[src/rtl/fetch_stage.sv]
// rtl/fetch_stage.sv - single-outstanding instruction fetch stage with stall, redirect and squash
module fetch_stage #(
    parameter int                AWIDTH   = 32,
    parameter int                DWIDTH   = 32,
    parameter logic [AWIDTH-1:0] BASEADDR = 32'h0100_0000
) (
    input  logic              clk,
    input  logic              reset,
    output logic              imem_req_o,
    output logic [AWIDTH-1:0] imem_addr_o,
    input  logic              imem_ready_i,
    input  logic              imem_rvalid_i,
    input  logic [DWIDTH-1:0] imem_rdata_i,
    input  logic              stall_i,
    input  logic              redirect_i,
    input  logic [AWIDTH-1:0] redirect_pc_i,
    output logic [DWIDTH-1:0] insn_o,
    output logic [AWIDTH-1:0] pc_o,
    output logic [AWIDTH-1:0] pc_plus4_o,
    output logic              valid_o
);

    typedef enum logic [1:0] {
        FETCH = 2'd0,
        WAIT  = 2'd1,
        OUT   = 2'd2,
        DROP  = 2'd3
    } state_t;

    localparam logic [DWIDTH-1:0] NOP  = DWIDTH'(32'h0000_0013);
    localparam logic [AWIDTH-1:0] FOUR = AWIDTH'(4);

    state_t            state;
    logic [AWIDTH-1:0] pc_q;
    logic [AWIDTH-1:0] redirect_aligned;

    assign redirect_aligned = {redirect_pc_i[AWIDTH-1:2], 2'b00};

    // A redirect suppresses the request in the same cycle so a stale address is never accepted.
    assign imem_req_o  = (state == FETCH) && !reset && !redirect_i;
    assign imem_addr_o = pc_q;

    always_ff @(posedge clk) begin
        if (reset) begin
            state      <= FETCH;
            pc_q       <= BASEADDR;
            valid_o    <= 1'b0;
            insn_o     <= NOP;
            pc_o       <= BASEADDR;
            pc_plus4_o <= BASEADDR + FOUR;
        end else if (redirect_i) begin
            pc_q    <= redirect_aligned;
            valid_o <= 1'b0;
            case (state)
                FETCH:   state <= FETCH;
                WAIT:    state <= imem_rvalid_i ? FETCH : DROP;
                OUT:     state <= FETCH;
                default: state <= DROP;
            endcase
        end else begin
            case (state)
                FETCH: begin
                    if (imem_ready_i) begin
                        state <= WAIT;
                    end
                end
                WAIT: begin
                    if (imem_rvalid_i) begin
                        insn_o     <= imem_rdata_i;
                        pc_o       <= pc_q;
                        pc_plus4_o <= pc_q + FOUR;
                        valid_o    <= 1'b1;
                        pc_q       <= pc_q + FOUR;
                        state      <= OUT;
                    end
                end
                OUT: begin
                    if (!stall_i) begin
                        valid_o <= 1'b0;
                        state   <= FETCH;
                    end
                end
                default: begin
                    // Squashed response: discard and resume at the redirected PC.
                    if (imem_rvalid_i) begin
                        state <= FETCH;
                    end
                end
            endcase
        end
    end

endmodule

[config.mk]
export PLATFORM = sky130hd
export DESIGN_NAME = fetch_stage
export DESIGN_NICKNAME = d
export VERILOG_FILES = /design/src/rtl/fetch_stage.sv
export SDC_FILE = /design/constraint.sdc
export NUM_CORES = 1
export LEC_CHECK = 0
export BUFFER_PORTS_ARGS = -buffer_cell sky130_fd_sc_hd__buf_2
export CORE_MARGIN = 3
export CORE_UTILIZATION = 45
export CTS_CLUSTER_SIZE = 25
export DETAILED_ROUTE_END_ITERATION = 6
export PLACE_DENSITY = 0.8
export SKIP_LAST_GASP = 1
export SLEW_MARGIN = 10
export SYNTH_ARGS = -nofsm -noshare
export SYNTH_HDL_FRONTEND = slang
export SYNTH_SLANG_ARGS = --single-unit
[constraint.sdc]
create_clock -name clk -period 5 [get_ports clk]
set_input_delay 0.5 -clock clk [delete_from_list [all_inputs] [get_ports clk]]
set_output_delay 0.5 -clock clk [all_outputs]
set_load 0.03 [all_outputs]
# --- Yosys cells after proc, flatten, opt, wreduce, memory -nomap -nowiden ---
# Index checks and enable logic that the tools add are counted.
totals:
  output_inout_bits: 130
  ff_bits: 131
classes:
  eq_ne: 7
  bitwise: 1
  n_mux: 14
  add_sub_neg: 1
  n_reduce_logical: 16
ops:
  columns: ["operator", "n"]
  rows:
  - ["two-way mux 32 bit", 3]
  - ["adder 32 x 3 -> 32 bit, second input constant", 1]
  - ["two-way mux 2 bit", 6]
  - ["inequality test 3 bit, second input constant", 3]
  - ["case mux 2 bit (3 select lines)", 1]
  - ["AND reduction 3 bit", 2]
  - ["nonzero test 2 bit", 3]
  - ["inequality test 2 bit, second input constant", 2]
  - ["case mux 2 bit (2 select lines)", 1]
  - ["AND reduction 2 bit", 2]
  - ["AND reduction 4 bit", 1]
  - ["nonzero test 4 bit", 1]
  - ["OR reduction 2 bit", 2]
  - ["== test 2 x 1 -> 1 bit, second input constant", 1]
  - ["== test 2 bit, second input constant", 1]
  - ["logical AND 1 bit", 2]
  - ["logical NOT 1 bit", 2]
  - ["logical NOT 2 bit", 1]
  - ["two-way mux 1 bit", 2]
  - ["case mux 1 bit (2 select lines)", 1]
  - ["NOT 1 bit", 1]

# --- Logic depth before layout (Yosys ltp) ---
logic_depth:
  word_depth: 4
  ltp_mapped: 7
  ltp_nobuf: 6

# --- Worst setup path after synthesis ---
# Ideal clock, no wire load.
synth_timing:
  path_kind: "input to output"
  startpoint: "input redirect_i"
  endpoint: "output imem_req_o"
  slack_ns: 2.836
  path_buffers: 1
  t_arrival_ns: 1.664
  path_stages: 4
  path_cell_list: "inv_1 clkbuf_1 nand2_1 nor3_1"
synth_via:
  elab_chain_len: 2
synth_lines:
  columns: ["element", "line", "rtl"]
  rows:
  - ["start, declared", "15", "input logic redirect_i,"]
  - ["logical NOT 1 bit", "40", "assign imem_req_o = (state == FETCH) && !reset && !redirect_i;"]
  - ["logical AND 1 bit", "40", null]
  - ["end, declared", "9", "output logic imem_req_o,"]
# No other way between the ends.

# --- Final worst setup path ---
# Same ends and word-level chain as after synthesis.

==> summary.txt <==
Worst setup path
  • Worst Path Arrival: ~2100 ps
  • Critical Path Sink Type: output pin
  • Critical path launch point type: input port
  • Crit path kind: input port to output pin
  • Worst path required time: 4500 ps
  • R2r worst-path depth: 6
  • Critical Path Fanout Max: 38

Synth
  • Adder-cell share of the synthesized area: 0.00228
  • Synth warn: 0
  • Most numerous cell in the Yosys netlist: nand2_1
  • Synth unique cells: 38
  • Mux contribution to synthesized area: 0.00548
  • Post-synth top area share: 0.456
  • #FFs+latches synth: ~130
  • Area leader, netlist: dfxtp_1
  • Syn Inst Count: 679
  • Post-Synth XOR/XNOR Area: 0.0895
  • Async set or reset register ratio after synthesis: 0
  • Synth area leaders: dfxtp_1, nand2_1, a21oi_1, xor2_1, a211oi_1
  • Post-synth EDFFs: 0
  • Avg Synthesized Cell Area: a little over 8 µm²
  • Largest family of logic cells by synthesized area: simple AND/OR/NAND/NOR gates
  • Register area share after synthesis: 0.456
  • Simple-gate portion of the synthesized area: 0.241
  • Post-synth top cells: nand2_1, dfxtp_1, a21oi_1
  • Synth Area in Compound Gates: 0.148
  • Dominant synthesized flop cell: dfxtp_1
  • Mapped Area: roughly 5500 µm²

CTS
  • # H-tree levels: 4
  • TritonCTS clock tree: done
  • Postcts setup bufs: 0
  • Clock Tree Root: clkbuf_16
  • Clock Latency Late Sink: between 400 and 500 ps
  • Clk buf depth: 2
  • Sink Count: about 130
  • Cts repair resizes: 0
  • Hold-fix buffers, CTS: 0
  • Worst-path clk slew: roughly 60 ps
  • Total CTS buffers: 17

Power
  • Combinational Power Share: 0.088
  • Peak VDD IR: 0.285 mV
  • P_sw: around 0.00061 W
  • Sw frac: 0.240
  • Leakage power: around 3 nW
  • Pint: 0.00194 W
  • Pwr dens: 365 nW/µm²
  • Part of the power in the clock network: 0.492
  • Sequential group share of total power: 0.421

Cells and area
  • Multi-input gate area: ~2700 µm²
  • Layout Cells excl Fill: about 1000
  • Post-layout net count: slightly above 900
  • Register area: around 2500 µm²
  • Design area: ~7000 µm²
  • Area delta synth->final: 27.7%
  • Fill count: around 1100
  • Share of cells above drive strength 1: 0.277

Global routing
  • Initial antenna violation count: 0
  • Total track usage: 0.226
  • Global-route wire length before repair: ~24000 µm
  • Total grt overflow: 0
  • Vias in the first global route: about 4800
  • Largest net degree at the start of global routing: 102

Floorplan
  • Rows: 39
  • Die ar.: roughly 14000 µm²
  • Initial Util: 0.470
  • Die Height: about 120 µm
  • Die width: around 120 µm
  • I/O pins: 200
  • Core Region: approximately 12000 µm²

Placement
  • HPWL after DPL: 9910 µm
  • Cell total after placement: about 960
  • GP Congestion: around 0.79
  • I/O Buffers: between 150 and 200
  • Placed Area: ~6400 µm²

STA
  • FMAX: 379 MHz
  • Period utilization: 0.528
  • Post-layout min period: between 2000 and 3000 ps
  • RSZ-0062 raised after global routing: no
  • Final Max Tran Viols: 0
  • Fin Clk Skew: between 10 and 15 ps
  • Final hold slack: 292 ps
  • Fin Setup TNS: 0 ps
  • Relative slew margins: 0.236
  • # setup viols final: 0
  • Hold Fails Final Rpt: 0
  • Worst-Margin Slew: between 1000 and 1500 ps

Route
  • Drc violations: 0
  • Vias/cell: about 5.2
  • Initial DRC count: about 370
  • Average wire per standard cell: 15.4 µm
  • Final ANT Viol Nets: 0
  • First drt pass iteration count: 4
  • Post-Route WL: about 15000 µm
  • Via count: around 5200

Worst hold path
  • Hold Crit Class: input port to flop
  • Hold Path Depth: 3

Run
  • Max Cap Viol: 0

Run status
  • Outcome: complete, no violations
==> worst paths after layout <==
path,slack [ps],endpoint,start
worst max-delay path,2360,imem_req_o,redirect_i
worst min-delay path,290,insn_o[1]$_SDFFE_PP1P_,imem_rdata_i[1]
worst max register to register,2520,pc_plus4_o[2]$_SDFFE_PP1P_,state[0]$_SDFFE_PP0P_
worst min register to register,450,insn_o[5]$_SDFFE_PP0P_,insn_o[5]$_SDFFE_PP0P_
==> flip-flops by register name, summed over array words and instances, names as in the netlist <==
signal	flops
insn_o	32
imem_addr_o	30
pc_o	30
pc_plus4_o	30
state	2
valid_o	1
==> power by group through the flow <==
stage          Clock (W)  Sequential [W]  Combinational (W)
6_report         0.00126         0.00107           0.000224
5_1_grt          0.00133         0.00108           0.000244
4_1_cts          0.00127         0.00107           0.000225
3_5_place_dp           0         0.00109           0.000224
3_3_place_gp           0         0.00109           0.000222
2_1_floorplan          0         0.00112           0.000117
==> worst max-delay path: stages <==
cell,delay [ps]
buf_2,280
clkinv_1,470
buf_4,420
nand2_1,190
nor3_1,60
buf_2,190
==> layer usage <==
layer | GRT usage | wire length, µm | vias to the layer above
met3 | 0.0689 | 948 | 21
met1 | 0.289 | 6490 | 2421
met5 | 0 | 0 | -
li1 | - | - | 2586
met4 | 0.0967 | 312 | 0
met2 | 0.356 | 7450 | 143
==> cells in the final DEF, fill, tap and decap left out, types with 6 or more instances in the layout <==
cell / count
a211oi_1: 29
a21oi_1: 84
and3_1: 6
buf_2: 190
clkbuf_16: 17
conb_1: 6
dfxtp_1: 125
nand2_1: 154
nand3_1: 24
nand4_1: 14
nor2_1: 51
nor3_1: 9
o21ai_0: 23
xnor2_1: 19
xor2_1: 37
==> through the flow <==
| step | total power (W) | utilization | setup slack, ps |
|---|---|---|---|
| finish | 0.00255 | 0.601 | 2360 |
| global route | 0.00265 | 0.600 | 2220 |
| global placement | 0.00131 | 0.549 | 2320 |
| floorplan | 0.00124 | - | 2840 |
| detailed placement | 0.00132 | 0.549 | 2320 |
| CTS | 0.00257 | 0.600 | 2320 |
==> layout make-up <==
class                           count  share of cell area
Clock buffer                       22              0.0648
Timing Repair Buffer              195               0.143
Clock inverter                      7              0.0200
Sequential cell                   125               0.357
Tap cell                          143              0.0255
Antenna cell                        2            0.000715
Multi-Input combinational cell    489               0.385
Inverter                            6             0.00322
==> cells by family after synthesis <==
family	after synthesis
and+or+nand+nor	280
muxes	3
buffers and inverters	70
AOI/OAI and AO/OA	143
adders and majority gates	1
DFF	125
xor gates and xnor gates	56
other	1
(Power assumes the default switching activity.)
